## src/rtl/usb2_ep_ctl_pkg.sv

```systemverilog
// Shared constants and FSM encoding for the IN-endpoint stream fill controller.
package usb2_ep_ctl_pkg;

  localparam int EP_ADDR_W     = 11;
  localparam int EP_MAX_PKT_HS = 1024;

  typedef enum logic [2:0] {
    ST_IDLE    = 3'd0,
    ST_FILL    = 3'd1,
    ST_SETTLE  = 3'd2,
    ST_COMMIT  = 3'd3,
    ST_RELEASE = 3'd4
  } ep_state_e;

endpackage

```

## src/rtl/usb2_ep_flush_timer.sv

```systemverilog
// Merges manual flush, SOF-toggle flush and the partial-packet idle timeout
// into one flush_evt; the top decides whether the event closes a packet.
module usb2_ep_flush_timer #(
  parameter int TIMEOUT = 4096
) (
  input  logic phy_clk,
  input  logic reset_n,
  input  logic in_fill,
  input  logic pkt_open,
  input  logic hs,
  input  logic flush,
  input  logic sof_flush_en,
  input  logic sof_arrived,
  output logic flush_evt
);

  localparam int TW = (TIMEOUT > 1) ? $clog2(TIMEOUT) : 1;
  localparam logic [TW-1:0] T_LAST = TW'(TIMEOUT - 1);

  logic          sof_q;
  logic [TW-1:0] tmr;
  logic          counting;
  logic          timeout_hit;
  logic          sof_evt;

  // An idle cycle is one in FILL with bytes pending and no byte accepted.
  assign counting    = in_fill & pkt_open & ~hs;
  assign timeout_hit = (TIMEOUT != 0) && counting && (tmr == T_LAST);
  assign sof_evt     = sof_flush_en & (sof_arrived ^ sof_q);
  assign flush_evt   = flush | sof_evt | timeout_hit;

  // sof_q tracks through reset so a toggle level held across reset is not an edge.
  always_ff @(posedge phy_clk) begin
    sof_q <= sof_arrived;
    if (!reset_n || !counting) begin
      tmr <= '0;
    end else if (tmr != T_LAST) begin
      tmr <= tmr + 1'b1;
    end
  end

endmodule

```

## src/rtl/usb2_ep_stream_ctl.sv

```systemverilog
// Fills one IN endpoint buffer from a byte stream and runs the commit/ack
// handshake that makes the endpoint swap buffers.
module usb2_ep_stream_ctl
  import usb2_ep_ctl_pkg::*;
#(
  parameter int MAX_PKT = EP_MAX_PKT_HS,
  parameter int TIMEOUT = 4096
) (
  input  logic                 phy_clk,
  input  logic                 reset_n,
  input  logic [7:0]           s_data,
  input  logic                 s_valid,
  output logic                 s_ready,
  input  logic                 flush,
  input  logic                 sof_flush_en,
  input  logic                 sof_arrived,
  output logic [EP_ADDR_W-1:0] buf_in_addr,
  output logic [7:0]           buf_in_data,
  output logic                 buf_in_wren,
  input  logic                 buf_in_ready,
  output logic                 buf_in_commit,
  output logic [EP_ADDR_W-1:0] buf_in_commit_len,
  input  logic                 buf_in_commit_ack,
  output logic [15:0]          pkt_count,
  output ep_state_e            state_dbg
);

  localparam logic [EP_ADDR_W-1:0] CNT_LAST = EP_ADDR_W'(MAX_PKT - 1);

  ep_state_e            state;
  logic [EP_ADDR_W-1:0] cnt;
  logic                 hs;
  logic                 pkt_open;
  logic                 last_byte;
  logic                 flush_evt;
  logic                 close_pkt;

  // Stream handshake: a byte transfers on every rising edge where s_valid and
  // s_ready are both 1; s_valid must not depend on s_ready.
  assign s_ready   = (state == ST_FILL) & buf_in_ready;
  assign hs        = s_valid & s_ready;
  assign pkt_open  = (cnt != '0);
  assign last_byte = hs & (cnt == CNT_LAST);
  assign close_pkt = last_byte | (flush_evt & (pkt_open | hs));
  assign state_dbg = state;

  usb2_ep_flush_timer #(
    .TIMEOUT (TIMEOUT)
  ) u_flush_timer (
    .phy_clk      (phy_clk),
    .reset_n      (reset_n),
    .in_fill      (state == ST_FILL),
    .pkt_open     (pkt_open),
    .hs           (hs),
    .flush        (flush),
    .sof_flush_en (sof_flush_en),
    .sof_arrived  (sof_arrived),
    .flush_evt    (flush_evt)
  );

  always_ff @(posedge phy_clk) begin
    if (!reset_n) begin
      state             <= ST_IDLE;
      cnt               <= '0;
      buf_in_addr       <= '0;
      buf_in_data       <= '0;
      buf_in_wren       <= 1'b0;
      buf_in_commit     <= 1'b0;
      buf_in_commit_len <= '0;
      pkt_count         <= '0;
    end else begin
      buf_in_wren <= 1'b0;
      case (state)
        ST_IDLE: begin
          if (buf_in_ready) begin
            state <= ST_FILL;
            cnt   <= '0;
          end
        end
        ST_FILL: begin
          if (hs) begin
            buf_in_addr <= cnt;
            buf_in_data <= s_data;
            buf_in_wren <= 1'b1;
            cnt         <= cnt + 1'b1;
          end
          // A byte accepted in the closing cycle belongs to this packet.
          if (close_pkt) begin
            state             <= ST_SETTLE;
            buf_in_commit_len <= cnt + {{(EP_ADDR_W-1){1'b0}}, hs};
          end
        end
        ST_SETTLE: begin
          state         <= ST_COMMIT;
          buf_in_commit <= 1'b1;
        end
        ST_COMMIT: begin
          if (buf_in_commit_ack) begin
            state         <= ST_RELEASE;
            buf_in_commit <= 1'b0;
            pkt_count     <= pkt_count + 1'b1;
          end
        end
        ST_RELEASE: begin
          if (!buf_in_commit_ack) begin
            state <= ST_IDLE;
          end
        end
        default: state <= ST_IDLE;
      endcase
    end
  end

endmodule

```

## config.mk

```make
export PLATFORM = sky130hd
export DESIGN_NAME = usb2_ep_stream_ctl
export DESIGN_NICKNAME = d
export VERILOG_FILES = /design/src/rtl/usb2_ep_ctl_pkg.sv /design/src/rtl/usb2_ep_flush_timer.sv /design/src/rtl/usb2_ep_stream_ctl.sv
export SDC_FILE = /design/constraint.sdc
export NUM_CORES = 1
export LEC_CHECK = 0
export BUFFER_PORTS_ARGS = -buffer_cell sky130_fd_sc_hd__buf_2
export CORE_ASPECT_RATIO = 0.5
export CORE_MARGIN = 10
export CORE_UTILIZATION = 30
export CTS_CLUSTER_DIAMETER = 40
export DETAILED_ROUTE_END_ITERATION = 7
export PLACE_DENSITY = 0.59
export REMOVE_ABC_BUFFERS = 1
export SYNTH_ARGS = -nofsm -noshare
export SYNTH_HDL_FRONTEND = slang
export SYNTH_SLANG_ARGS = --single-unit
```

## constraint.sdc

```tcl
create_clock -name phy_clk -period 7.8 [get_ports phy_clk]
set_clock_uncertainty 0.2 [all_clocks]
set_input_delay 2.34 -clock phy_clk [delete_from_list [all_inputs] [get_ports phy_clk]]
set_output_delay 2.34 -clock phy_clk [all_outputs]
set_load 0.05 [all_outputs]
```

# Yosys cells after proc, flatten, opt, wreduce, memory -nomap -nowiden
# Index checks and enable logic that the tools add are counted.
# op_classes
addsub,4
n_eq_ne,12
n_mux,11
n_bitwise,13
reduce_logical,15
# op_table
op,n
2-to-1 mux 11 bit,2
one-hot mux 11 bit (2 select lines),1
adder 16 x 1 -> 16 bit (second input constant),1
one-hot mux 3 bit (5 select lines),1
adder 12 x 1 -> 12 bit (second input constant),1
== test 12 bit (second input constant),1
2-to-1 mux 3 bit,4
inequality test 12 bit (second input constant),1
adder 11 x 1 -> 11 bit,1
adder 11 x 1 -> 11 bit (second input constant),1
== test 11 x 10 -> 1 bit (second input constant),1
nonzero test 11 bit,1
inequality test 2 bit (second input constant),5
AND reduction 2 bit,5
bitwise AND 1 bit,7
== test 3 x 2 -> 1 bit (second input constant),2
bitwise OR 1 bit,4
AND reduction 4 bit,1
nonzero test 2 bit,2
== test 3 x 1 -> 1 bit (second input constant),1
== test 3 bit (second input constant),1
zero test 3 bit,1
AND reduction 3 bit,1
zero test 1 bit,2
6 further kinds,7
# word_totals
register_bits,75
in_bits,16
out_inout_bits,52
wordCells,65

# Depth between registers and ports, before layout
# logic_depth
word_depth,11
mapped_depth,13

# By module
# A second synthesis with hierarchy kept.
# unflattened
cells_unflattened,393
hier_area_um2,3444.6
# by_module_without_submodules
module,n_inst,cells_each,area_each_um2,seq_area_each_um2
usb2_ep_stream_ctl,1,325,2792.7,1241.2
usb2_ep_flush_timer,1,68,651.9,260.2

# Worst setup path after synthesis
# Ideal clock, no wire load.
# synth_timing
kind,in2out
startpoint,in buf_in_ready
endpoint,out s_ready
arrival_ns,2.684
required_ns,5.260
path_slack_ns,2.576
stages,2
path_buffers,0
cell_sequence,nand4bb_1 -> inv_2
# synth_between
elab_chain_cells,1
# synth_rtl
element,line,source
"start, declared",usb2_ep_stream_ctl.sv:20,"input logic buf_in_ready,"
bitwise AND 1 bit,usb2_ep_stream_ctl.sv:40,assign s_ready = (state == ST_FILL) & buf_in_ready;
"end, declared",usb2_ep_stream_ctl.sv:13,"output logic s_ready,"
# Every way passes these cells.

# Final worst setup path
# Ends and elaborated chain as after synthesis.

==> out/qor.txt <==
status: finished, final reports clean
worst-skew pair later-pin latency: 330 ps
Final Cell Area: 0.00425 sq mm
Crit Path Class: primary input to primary output
R2R cell count: 12
most used cell, CP: buf_2
required time worst endpoint: 5260 ps
CTS sink count: 75
Hold Vio Cnt, Final: 0
Pwr Density: 198 mW/mm^2
vias in the first global route: 2627
overall power: 0.842 mW
Synth Warn #: 0
drt total wl: 7.81 mm
RSZ-0062 raised after global routing: no
Hold Buf Count CTS: 0
combinational power share: 5.0%
max-cap viol count: 0
pin count of the biggest net entering global routing: 66
TritonCTS Buffers: 9
register area share after synthesis: 42.1%
Worst Max-Slew Pin Slew: 1020 ps
Initial Util: 30.5%
setup total negative slack: 0 ps
Seq pwr share: 46.3%
highest clock rate: 183 MHz
Worst Hold Path EP: buf_in_commit_len[8]
Top delay family on crit path: buffers and inverters
VDD IR max: 0.0000955 V
top post-synthesis cells by area: dfxtp_1, nand2_1, xor2_1
drt pass-1 iters: 4
Pleak: 1.84 nW
Hold Path Origin: buf_in_commit_len[8]
CP arrival: 2930 ps
final number of setup-violating endpoints: 0
Synth-to-Final Area Change: 19.2%
flops & latches, synth: 75
placed instance area: 0.00395 sq mm
ys async rst share: 0%
Clk pwr share: 48.8%
antenna diode count: 0
drt first-iter violations: 109
Synth top area share: 42.1%
# IOs: 68
Hold Path Stages: 2
DP HPWL: 5.49 mm
Placer Congestion: 0.754
synthesized area: 0.00356 sq mm
clock buffer depth: 2
Die X: 174 microns
Slew Limit Fails: 0
post-synthesis cell type count: 49
CTS clock-pin slew for the worst setup and hold paths: 50 ps
Mean Syn Cell Area: 9.00 sq um
area leader, netlist: dfxtp_1
ANT nets after route: 0
Tcrit/Tclk final: 70.2%
Slew HR: 31.7%
GRT Total Usage: 9.20%
Setup Buffers After CTS: 0
post-CTS sizing: 0
total congestion overflow: 0
placement row count: 28
Layout Nets: 474
CTS tree: yes
core box area: 0.0117 sq mm
CP endpoint kind: primary output
r2r endpoint: buf_in_commit_len[8]
reg2reg setup slack: 4950 ps
H-tree levels: 3
min Tclk post-route: 5470 ps
vias: 2785
CP Cell Sequence: buf_2, nand4bb_1, inv_2, buf_2
Max FO, Critical Path: 4
switching portion of total power: 22.3%
DRC: 0
clock root buffer: clkbuf_16
post-synthesis cell count: 396
via-per-instance ratio: 4.48
commonest register cell after synthesis: dfxtp_1
Routed WL per cell: 12.6 microns
commonest cells after routing, fill and taps aside: nand2_1, dfxtp_1, buf_2
crit path launch type: primary input
global-route wire length before repair: 12.9 mm
crit-path max cell delay: 260 ps
initial antenna violation count: 0
commonest non-fill, non-tap cell in the layout: nand2_1
share of layout cells above drive strength 1: 21.2%
Hold WC Path Type: flop to flop
Crit-path slowest cell: buf_2
P_sw: 0.188 mW
die height: 97.1 microns
die footprint: 0.0169 sq mm
R2R Path Start: state_dbg[0]
PortBufs: 67
Internal: 0.654 mW
Post-synth EDFFs: 0
worst path bufs/invs: 3
area by class of cell:
cell class / instances / area, sq um
Inverter: 8 / 30.0
Timing Repair Buffer: 69 / 350
Clock inverter: 5 / 52.6
Tap cell: 165 / 206
Fill cell: 1235 / 7450
Multi-Input combinational cell: 289 / 1860
Clock buffer: 11 / 243
Sequential cell: 75 / 1500
kinds of logic after synthesis:
| logic type | count (synthesis) | share of synthesized area, % |
|---|---|---|
| AOI/OAI and AO/OA | 49 | 10.2 |
| xor gates and xnor gates | 35 | 8.60 |
| adders and majority gates | 6 | 2.11 |
| buffers and inverters | 32 | 5.58 |
| DFF | 75 | 42.1 |
| muxes | 15 | 4.21 |
| and+or+nand+nor | 184 | 27.1 |
stage by stage:
stage | setup WS (ps) | hold WS [ps] | cells | utilization (%)
global route | 2280 | 278 | 622 | 36.3
detailed placement | 2320 | 249 | 606 | 33.8
finish | 2330 | 254 | 622 | 36.3
global placement | 2330 | 244 | 606 | 33.8
floorplan | 2550 | 272 | 372 | -
CTS | 2320 | 257 | 622 | 36.3
power by group through the flow:
| stage | Clock (mW) | Sequential [mW] | Combinational (mW) |
|---|---|---|---|
| 2_1_floorplan | 0 | 0.405 | 0.0184 |
| 3_3_place_gp | 0 | 0.398 | 0.0423 |
| 3_5_place_dp | 0 | 0.398 | 0.0425 |
| 4_1_cts | 0.423 | 0.390 | 0.0426 |
| 5_1_grt | 0.437 | 0.390 | 0.0459 |
| 6_report | 0.411 | 0.390 | 0.0418 |
cell usage after synthesis (5+ instances only):
cell type and instances:
or3_1 7, a21oi_1 9, xor2_1 23, nand4_1 13, o21ai_0 8, nor3_1 7, nand3_1 11, nand2_1 82
inv_1 5, and2_1 12, clkbuf_1 9, mux2i_1 15, and3_1 5, nor2_1 19, dfxtp_1 75, buf_2 6
a21boi_0 22, ha_1 6, and4_1 5, xnor2_1 12
worst reg2reg max path: stages, from the launching register on:
cell	delay [ps]
dfxtp_1	580
nand4bb_1	190
inv_2	110
nand2_1	50
buf_4	200
inv_2	320
ha_1	250
ha_1	270
nand4_1	120
nor2_1	150
xor2_1	150
nand2_1	60
mux2i_1	130
worst max path at each step:
stage,startpoint,end,slack (ps),cells past startpoint
floorplan,buf_in_ready,s_ready,2550,2
global placement,buf_in_ready,s_ready,2330,4
detailed placement,buf_in_ready,s_ready,2320,4
CTS,buf_in_ready,s_ready,2320,4
global route,buf_in_ready,s_ready,2280,4
finish,buf_in_ready,s_ready,2330,4
registers in the layout, indices dropped and copies added (netlist names):
| name | flops |
|---|---|
| buf_in_wren | 1 |
| cnt | 11 |
| buf_in_commit | 1 |
| state_dbg | 3 |
| u_flush_timer.sof_q | 1 |
| buf_in_addr | 11 |
| buf_in_commit_len | 11 |
| buf_in_data | 8 |
| u_flush_timer.tmr | 12 |
| pkt_count | 16 |
layer usage:
layer / GRT usage [%] / part of all wire, % / vias up
li1: - / - / 1459
met1: 9.94 / 46 / 1289
met2: 15.7 / 48 / 25
met3: 3.80 / 4.4 / 12
met4: 3.85 / 2.1 / 0
met5: 0 / 0 / -
(Power assumes the default switching activity.)
